[config.mk]
export PLATFORM = sky130hd
export DESIGN_NAME = rom_window_sched
export DESIGN_NICKNAME = d
export VERILOG_FILES = /design/src/rtl/rom_window_sched.sv
export SDC_FILE = /design/constraint.sdc
export NUM_CORES = 1
export LEC_CHECK = 0
export CORE_MARGIN = 5
export CORE_UTILIZATION = 55
export CTS_CLUSTER_SIZE = 30
export DETAILED_ROUTE_END_ITERATION = 12
export PLACE_DENSITY_LB_ADDON = 0.15
export SYNTH_ARGS = -nofsm -noshare
export SYNTH_HDL_FRONTEND = slang
export SYNTH_SLANG_ARGS = --single-unit
[constraint.sdc]
create_clock -name pix_clk -period 5 [get_ports pix_clk]
set_input_delay 0.5 -clock pix_clk [delete_from_list [all_inputs] [get_ports pix_clk]]
set_output_delay 0.5 -clock pix_clk [all_outputs]
set_load 0.05 [all_outputs]
[src/rtl/rom_window_sched.sv]
// Shares the picture ROM between four windows: issues addresses LEAD clocks ahead of display.
// Latency: address 1 clk after act_x/act_y, win_valid/win_sel LEAD clks after; no backpressure.
module rom_window_sched #(
  parameter int X_BITS    = 12,
  parameter int Y_BITS    = 12,
  parameter int ADDR_BITS = 16,
  parameter int PIC_W     = 256,
  parameter int PIC_H     = 256,
  parameter int LEAD      = 11
) (
  input  logic                 pix_clk,
  input  logic                 rstn,
  input  logic                 vs_in,
  input  logic [X_BITS-1:0]    act_x,
  input  logic [Y_BITS-1:0]    act_y,
  input  logic                 cfg_wr,
  input  logic [1:0]           cfg_idx,
  input  logic [X_BITS-1:0]    cfg_x,
  input  logic [Y_BITS-1:0]    cfg_y,
  input  logic                 cfg_en,
  output logic                 cfg_ack,
  output logic                 rom_en,
  output logic [ADDR_BITS-1:0] rom_addr,
  output logic                 win_valid,
  output logic [1:0]           win_sel
);

  localparam int NUM_WIN = 4;
  localparam logic [X_BITS:0] LEAD_X = (X_BITS+1)'(LEAD);
  localparam logic [X_BITS:0] SPAN_X = (X_BITS+1)'(PIC_W - LEAD);
  localparam logic [Y_BITS:0] SPAN_Y = (Y_BITS+1)'(PIC_H);

  typedef enum logic [1:0] {WAIT_VS, COMMIT, ACTIVE} state_t;

  state_t               state;
  logic                 vs_q;
  logic                 vs_rise;
  logic [X_BITS-1:0]    sh_x  [NUM_WIN];
  logic [Y_BITS-1:0]    sh_y  [NUM_WIN];
  logic                 sh_en [NUM_WIN];
  logic [X_BITS-1:0]    win_x [NUM_WIN];
  logic [Y_BITS-1:0]    win_y [NUM_WIN];
  logic                 win_en[NUM_WIN];
  logic [ADDR_BITS-1:0] cnt   [NUM_WIN];
  logic [NUM_WIN-1:0]   in_win;
  logic                 fetch;
  logic [1:0]           hit_idx;
  logic [2:0]           pipe  [LEAD];

  assign vs_rise = vs_in & ~vs_q;

  // Bounds are one bit wider than the coordinates so hi/bottom edges never wrap.
  for (genvar g = 0; g < NUM_WIN; g++) begin : g_win
    logic [X_BITS:0] xe, lo, hi, ax;
    logic [Y_BITS:0] top, bot, ay;
    assign xe  = {1'b0, win_x[g]};
    assign lo  = (xe >= LEAD_X) ? xe - LEAD_X : '0;
    assign hi  = xe + SPAN_X;
    assign top = {1'b0, win_y[g]};
    assign bot = top + SPAN_Y;
    assign ax  = {1'b0, act_x};
    assign ay  = {1'b0, act_y};
    assign in_win[g] = win_en[g] && (ax >= lo) && (ax < hi) && (ay >= top) && (ay < bot);
  end

  // Descending scan so the lowest overlapping index ends up selected.
  always_comb begin
    hit_idx = '0;
    for (int i = NUM_WIN-1; i >= 0; i--) begin
      if (in_win[i]) hit_idx = 2'(i);
    end
  end

  assign fetch = (state == ACTIVE) && (|in_win);

  always_ff @(posedge pix_clk or negedge rstn) begin
    if (!rstn) begin
      state    <= WAIT_VS;
      vs_q     <= 1'b0;
      cfg_ack  <= 1'b0;
      rom_en   <= 1'b0;
      rom_addr <= '0;
      for (int i = 0; i < NUM_WIN; i++) begin
        sh_x[i]   <= X_BITS'(256 + 384*i);
        sh_y[i]   <= Y_BITS'(412);
        sh_en[i]  <= 1'b1;
        win_x[i]  <= X_BITS'(256 + 384*i);
        win_y[i]  <= Y_BITS'(412);
        win_en[i] <= 1'b1;
        cnt[i]    <= '0;
      end
    end else begin
      vs_q    <= vs_in;
      cfg_ack <= cfg_wr;
      if (cfg_wr) begin
        sh_x[cfg_idx]  <= cfg_x;
        sh_y[cfg_idx]  <= cfg_y;
        sh_en[cfg_idx] <= cfg_en;
      end
      rom_en   <= fetch;
      rom_addr <= fetch ? cnt[hit_idx] : '0;
      if (fetch) cnt[hit_idx] <= cnt[hit_idx] + ADDR_BITS'(1);
      case (state)
        WAIT_VS: if (vs_rise) state <= COMMIT;
        COMMIT: begin
          // Reads the shadow before any same-cycle cfg_wr lands.
          for (int i = 0; i < NUM_WIN; i++) begin
            win_x[i]  <= sh_x[i];
            win_y[i]  <= sh_y[i];
            win_en[i] <= sh_en[i];
            cnt[i]    <= '0;
          end
          state <= ACTIVE;
        end
        ACTIVE:  if (vs_rise) state <= COMMIT;
        default: state <= WAIT_VS;
      endcase
    end
  end

  always_ff @(posedge pix_clk or negedge rstn) begin
    if (!rstn) begin
      for (int i = 0; i < LEAD; i++) pipe[i] <= '0;
    end else begin
      pipe[0] <= {fetch, fetch ? hit_idx : 2'd0};
      for (int i = 1; i < LEAD; i++) pipe[i] <= pipe[i-1];
    end
  end

  assign win_valid = pipe[LEAD-1][2];
  assign win_sel   = pipe[LEAD-1][1:0];

endmodule

## Word-level counts from Yosys, hierarchy flattened

Index checks and enable logic that the tools add are counted.

| cells by class | value |
|---|---|
| bitwise operators | 4 |
| $add $sub $neg | 13 |
| multiplexer cells | 27 |
| magnitude comparators | 24 |
| reductions and logical operators | 23 |
| eq/ne operators | 3 |

Operators with widths:

| operator | number |
|---|---|
| $mux W64 | 2 |
| $lt A12 B13 Y1 | 8 |
| $bwmux W48 | 2 |
| $bwmux W64 | 1 |
| $mux W16 | 4 |
| $add A12 B8 Y13 const B | 4 |
| $add A12 B9 Y13 const B | 4 |
| $ge A12 B13 Y1 | 4 |
| $mux W13 | 4 |
| $sub A12 B4 Y13 const B | 4 |
| $ge A12 B12 Y1 | 4 |
| $ge A12 B4 Y1 const B | 4 |
| $bmux W16 S2 | 1 |
| $demux W16 S2 | 1 |
| $demux W12 S2 | 1 |
| $logic_and A1 B1 Y1 | 19 |
| $add A16 B1 Y16 const B | 1 |
| $mux W12 | 1 |
| $mux W2 | 6 |
| $ge A3 B3 Y1 const B | 2 |
| $lt A3 B1 Y1 const B | 2 |
| $not A2 Y3 | 2 |
| $bwmux W4 | 1 |
| $pmux W2 S2 | 1 |
| 11 further kinds | 11 |

| word-level totals | value |
|---|---|
| register bits | 318 |
| output and inout bits | 21 |
| logic and storage cells | 138 |
| input bits | 55 |

## Logic depth before layout (Yosys ltp)

| logic depth | value |
|---|---|
| word-level depth | 19 |
| mapped depth | 24 |
| gate-level depth less buffers | 23 |

## Worst setup path after synthesis

No wires, ideal clock.

| timing | value |
|---|---|
| path kind | flip-flop to flip-flop |
| from | reg win_x, in the netlist g_win[1].xe[6] |
| to | reg cnt[24] in the netlist's numbering |
| buffers on the path | 3 |
| data required time | 4870 ps |
| setup time | 130 ps |
| path slack | -98 ps |
| data arrival time | 4968 ps |
| period minus slack after synthesis | 5098 ps |
| cell stages (with the launch flop) | 23 |
| cells stage by stage | dfrtp_1 or4_4 or2_2 or4_1 nor3_1 a21oi_1 ha_1 o21ai_1 a221o_1 a211oi_1 and4b_4 buf_6 buf_6 buf_2 a21oi_1 a2bb2oi_2 ha_1 inv_1 a2111oi_4 nand4_2 nor2_1 xor2_1 o21ai_1 |

| between the ends | value |
|---|---|
| longest elaborated chain between the ends | 17 |
| elaborated cells between the ends (all ways) | 28 |
| classes of those cells | add/sub: 3; order compare: 5; mux: 11; bitwise: 1; reduce/logical: 8 |

Ends and longest elaborated chain:

| item | RTL line | RTL |
|---|---|---|
| start, declared | 41 | `logic [X_BITS-1:0] win_x [NUM_WIN];` |
| start signal, assigned by index | 87 | `win_x[i] <= X_BITS'(256 + 384*i);` |
| start signal, assigned by index | 108 | `win_x[i] <= sh_x[i];` |
| $sub A12 B4 Y13 / $ge A12 B4 Y1 (equally long branches) | 57 | `assign lo = (xe >= LEAD_X) ? xe - LEAD_X : '0;` |
| $mux W13 | 57 |  |
| $ge A12 B13 Y1 | 63 | `assign in_win[g] = win_en[g] && (ax >= lo) && (ax < hi) && (ay >= top) && (ay < bot);` |
| $logic_and A1 B1 Y1 | 63 |  |
| $logic_and A1 B1 Y1 (*) (3 in series) | 63 |  |
| $mux W2 (2 in series) | 70 | `if (in_win[i]) hit_idx = 2'(i);` |
| $not A2 Y3 (not written as such) | 102 | `if (fetch) cnt[hit_idx] <= cnt[hit_idx] + ADDR_BITS'(1);` |
| $bmux W16 S2, or another cell as far along | 102 |  |
| $mux W16 (not written as such) / $logic_and A1 B1 Y1 (equally long branches) | 102 |  |
| $mux W16 (not written as such) | 102 |  |
| $add A16 B1 Y16 / $demux W16 S2 (equally long branches) | 102 |  |
| $bwmux W64 | 102 |  |
| $mux W64 | 102 |  |
| $mux W64 | 103 | `case (state)` |
| end signal, assigned by index | 102 |  |
| end, declared | 44 | `logic [ADDR_BITS-1:0] cnt [NUM_WIN];` |

Mark *: on every way between the ends. The rest lies on a longest branch, timed or not. The select of a mux whose other input is x is not followed.
A chain may end at the register's enable or synchronous reset.

## Final worst setup path

| timing | value |
|---|---|
| from | reg win_x, in the netlist g_win[2].xe[0] |
| to | reg cnt[13] in the netlist's numbering |

| between the ends | value |
|---|---|
| longest elaborated chain between the ends | 18 |
| elaborated cells between the ends (all ways) | 29 |
| classes of those cells | add/sub: 3; order compare: 5; mux: 12; bitwise: 1; reduce/logical: 8 |

Ends and longest elaborated chain:

| item | RTL line |
|---|---|
| $sub A12 B4 Y13 / $ge A12 B4 Y1 (equally long branches) | 57 |
| $mux W13 | 57 |
| $ge A12 B13 Y1 | 63 |
| $logic_and A1 B1 Y1 | 63 |
| $logic_and A1 B1 Y1 (*) (3 in series) | 63 |
| $mux W2 (3 in series) | 70 |
| $not A2 Y3 (not written as such) | 102 |
| $bmux W16 S2, or another cell as far along | 102 |
| $mux W16 (not written as such) / $logic_and A1 B1 Y1 (equally long branches) | 102 |
| $mux W16 (not written as such) | 102 |
| $add A16 B1 Y16 / $demux W16 S2 (equally long branches) | 102 |
| $bwmux W64 | 102 |
| $mux W64 | 102 |
| $mux W64 | 103 |

Marks and branches as above.

==> qor.txt <==
GRT Total Usage - 25.9%
Number of core rows - 65
WHS - 46.3 ps
TritonCTS clock tree - built
Initial Util - 55.8%
Worst min-delay path category - input pin to async pin
Final Critical Period - 4970 ps
IO Count - 76
Count of input and output buffers - 75
Peak VDD IR - 272 µV
Post-route cell area - 0.0215 mm²
Max stage delay on crit path - 440 ps
Critical Path Stages - 20
R2R Path End - cnt[13]$_DFFE_PN0P_
Antenna Nets Post-Route - 0
Gate Count Post-Synth - 1,754
Max-capacitance violation count - 0
Setup violators final - 0
# clock sinks - 317
Final period util - 99.3%
# DRC - 0
Fmax - 0.201 GHz
Ys async rst share - 100%
Critical Path Start - g_win[2].xe[0]$_DFFE_PN0N_
DRT iter0 DRCs - 943
Worst path most repeated cell - buf_4
Routed wire per std cell - 19.6 µm
Vias in the first global route - 14,400
Crit path DAT - 5360 ps
Yosys top cell by area - dfrtp_1
FF+latch count, synth - 317
Post-DP HPWL - 32,300 µm
Die width - 189 µm
Later-pin clock latency in the skew report - 530 ps
Syn avg cell area - 10.1 µm²
Placer congestion estimate - 0.929
Final WL - 46,600 µm
Share of cells above drive strength 1 - 24.5%
Fin Setup TNS - 0 ps
CTS Hold Buffers Added - 0
R2R Path Start - g_win[2].xe[0]$_DFFE_PN0N_
Yosys Warn Count - 0
Max Slew Vio Count - 0
Clock transition at path regs - 60 ps
Mapped Area - 0.0177 mm²
CP max stage cell - or3_4
Clk root buf - clkbuf_16
Layout Nets - 2,171
Mapped Nets - 1,974
Netlist cell types - 85
CTS buffer count - 36
WP data required - 5400 ps
Worst Path Buf+Inv - 3
Leak pwr - 0.00982 µW
DIE AREA - 0.0358 mm²
Top cells by count, synth - 278 x nand2_1, 255 x dfrtp_1, 165 x ha_1, 105 x o21ai_0, 100 x mux2_2
Initial DRT Pass Iterations - 5
Largest net degree at the start of global routing - 147
Count leader, synth - nand2_1
Pwr Density - 471 mW/mm²
Number of diodes - 0
CP top delay family - compound AO/OA/AOI/OAI gates
Clock Skew - 20.0 ps
Prevailing post-synth register cell - dfrtp_1
R2R setup slack - 30 ps
Via density - 5.87
Crit end category - register
Total Power - 10,100 µW
Core box area - 0.0316 mm²
Worst Setup Path Type - register to register
GRT Residual Overflow - 0
Synth area leaders - dfrtp_1 36%, ha_1 12%, dfstp_2 9.2%
Vias - 14,000
Final core occ - 68.0%
RSZ-0062 raised after global routing - true
Layout area overhead - 21.8%
Crit Path Max Fanout - 8
Worst Reg2Reg Path Length in Cells - 20
Clk buf depth - 3
Measured slew at the worst slew-check pin - 870 ps
H-tree Lvls - 2
Post-synth EDFFs - 0
Status - completed
Crit path launch type - register
Critical path destination - cnt[13]$_DFFE_PN0P_
Seq/Total Area, Yosys - 45.4%
Worst path cell trace - ha_1, o21ai_1, buf_4, nand2_1, xor2_1, ha_1, nand3_1, a21oi_1, a221o_1, a41oi_2, nand4_2, buf_4, o211ai_1, or4_1, o211ai_2, or3_4, nor4_4, xor2_1, buf_4, o21ai_1
First-pass GRT wire length - 75,200 µm
Height of the die - 189 µm
Placed Area - 0.0198 mm²
Top-area cell type share of the netlist area - 36.1%
Max_slew headroom - 42.0%
Fin. Hold Viols - 0
Initial antenna violation count - 0
==> power by group <==
group	internal, µW	switching [µW]	total, µW
registers	3090	296	3380
logic	1840	2200	4030
clock network	1650	1080	2720
total	6570	3570	10100
==> metrics by stage <==
step	worst slack [ps]	cells
after floorplan	4.37	1754
after global placement	-126	2301
after detailed placement	-234	2301
after CTS	9.46	2372
after global routing	-175	2381
final	34.2	2381
==> placed cells by master (no fill, tap or decap), types with 6 or more instances in the layout <==
| cell | synthesis | final |
|---|---|---|
| o221ai_1 | 7 | 7 |
| o31ai_1 | 9 | 8 |
| o211ai_1 | 16 | 16 |
| mux2_2 | 100 | 100 |
| dfstp_2 | 62 | 62 |
| ha_1 | 165 | 162 |
| o21a_1 | 9 | 8 |
| nor2_1 | 65 | 60 |
| nor2_2 | 3 | 6 |
| clkdlybuf4s50_1 | 0 | 74 |
| clkbuf_16 | 0 | 39 |
| or3_1 | 9 | 7 |
| a21oi_1 | 67 | 60 |
| clkinv_2 | 0 | 7 |
| a211oi_1 | 11 | 9 |
| o21ai_1 | 41 | 41 |
| nor4_2 | 5 | 6 |
| buf_4 | 3 | 146 |
| nor2b_1 | 16 | 14 |
| a21o_1 | 22 | 22 |
| nand3b_1 | 7 | 7 |
| clkbuf_8 | 0 | 10 |
| nand4_1 | 18 | 18 |
| nand3_1 | 96 | 95 |
| o21ai_0 | 105 | 101 |
| and2_1 | 9 | 9 |
| nor3_2 | 5 | 6 |
| dfrtp_1 | 255 | 255 |
| xnor2_1 | 33 | 29 |
| xor2_1 | 33 | 31 |
| buf_6 | 4 | 7 |
| inv_1 | 78 | 77 |
| nand2_1 | 278 | 277 |
| nand2b_1 | 22 | 21 |
| a31oi_1 | 7 | 7 |
| a21oi_2 | 1 | 7 |
| nor3_1 | 17 | 13 |
==> metal layers <==
metal	vias up	track usage, %	part of all wire (%)
met1	6902	33.7	42
met4	0	9.59	3.8
met3	96	3.76	4.9
li1	6628	-	-
met2	358	44.2	49
met5	-	0	0
==> sequential cells by signal, summed over array words and instances, names as in the netlist, 4 cells and up <==
register and flops:
rom_addr 16, pipe 30, g_win.top 48, cnt 64, g_win.xe 48, sh_x 48, win_en 4, sh_en 4
sh_y 48
==> worst reg2reg max path, stage by stage (launching register included) <==
cell      delay, ps
dfrtp_1         420
ha_1            260
o21ai_1         250
buf_4           180
nand2_1          60
xor2_1          210
ha_1            290
nand3_1          90
a21oi_1          50
a221o_1         370
a41oi_2         350
nand4_2         200
buf_4           240
o211ai_1        430
or4_1           210
o211ai_2        100
or3_4           440
nor4_4          310
xor2_1          190
buf_4           160
o21ai_1          60
==> worst min path at each step <==
stage | from | end | depth (start not counted) | slack [ps]
finish | rstn | sh_y[6]$_DFFE_PN0P_ | 1 | 50
global route | rstn | g_win[1].top[6]$_DFFE_PN0N_ | 1 | 120
CTS | rstn | sh_y[29]$_DFFE_PN0P_ | 1 | 90
detailed placement | pipe[22]$_DFF_PN0_ | pipe[19]$_DFF_PN0_ | 0 | 330
global placement | pipe[31]$_DFF_PN0_ | pipe[28]$_DFF_PN0_ | 0 | 330
floorplan | rstn | cfg_ack$_DFF_PN0_ | 0 | 200
==> logic make-up after synthesis <==
group / count (synthesis) / synth area share (%)
compound gates: 355 / 13.3
xor+xnor: 68 / 3.46
fa+ha+maj: 165 / 11.7
buf+inv: 154 / 3.57
flops: 317 / 45.4
mux: 101 / 6.43
simple gates: 594 / 16.2
==> what timing repair did <==
action                     CTS  global route
pin swaps                   10            25
hold endpoints to repair     0             0
setup endpoints to repair   39            47
gates cloned                 0             1
gates resized for setup     18            58
buffers inserted             5             8
==> layout make-up <==
class                   instances  area, µm²
clock buffers                  53       1110
clock inverters                13        136
fillers                      2376      10100
inverters                      78        293
multi-input cells            1283       9380
flip-flops and latches        317       8010
well taps                     402        503
repair buffers                235       2070
Power figures use the tool's default switching activity.
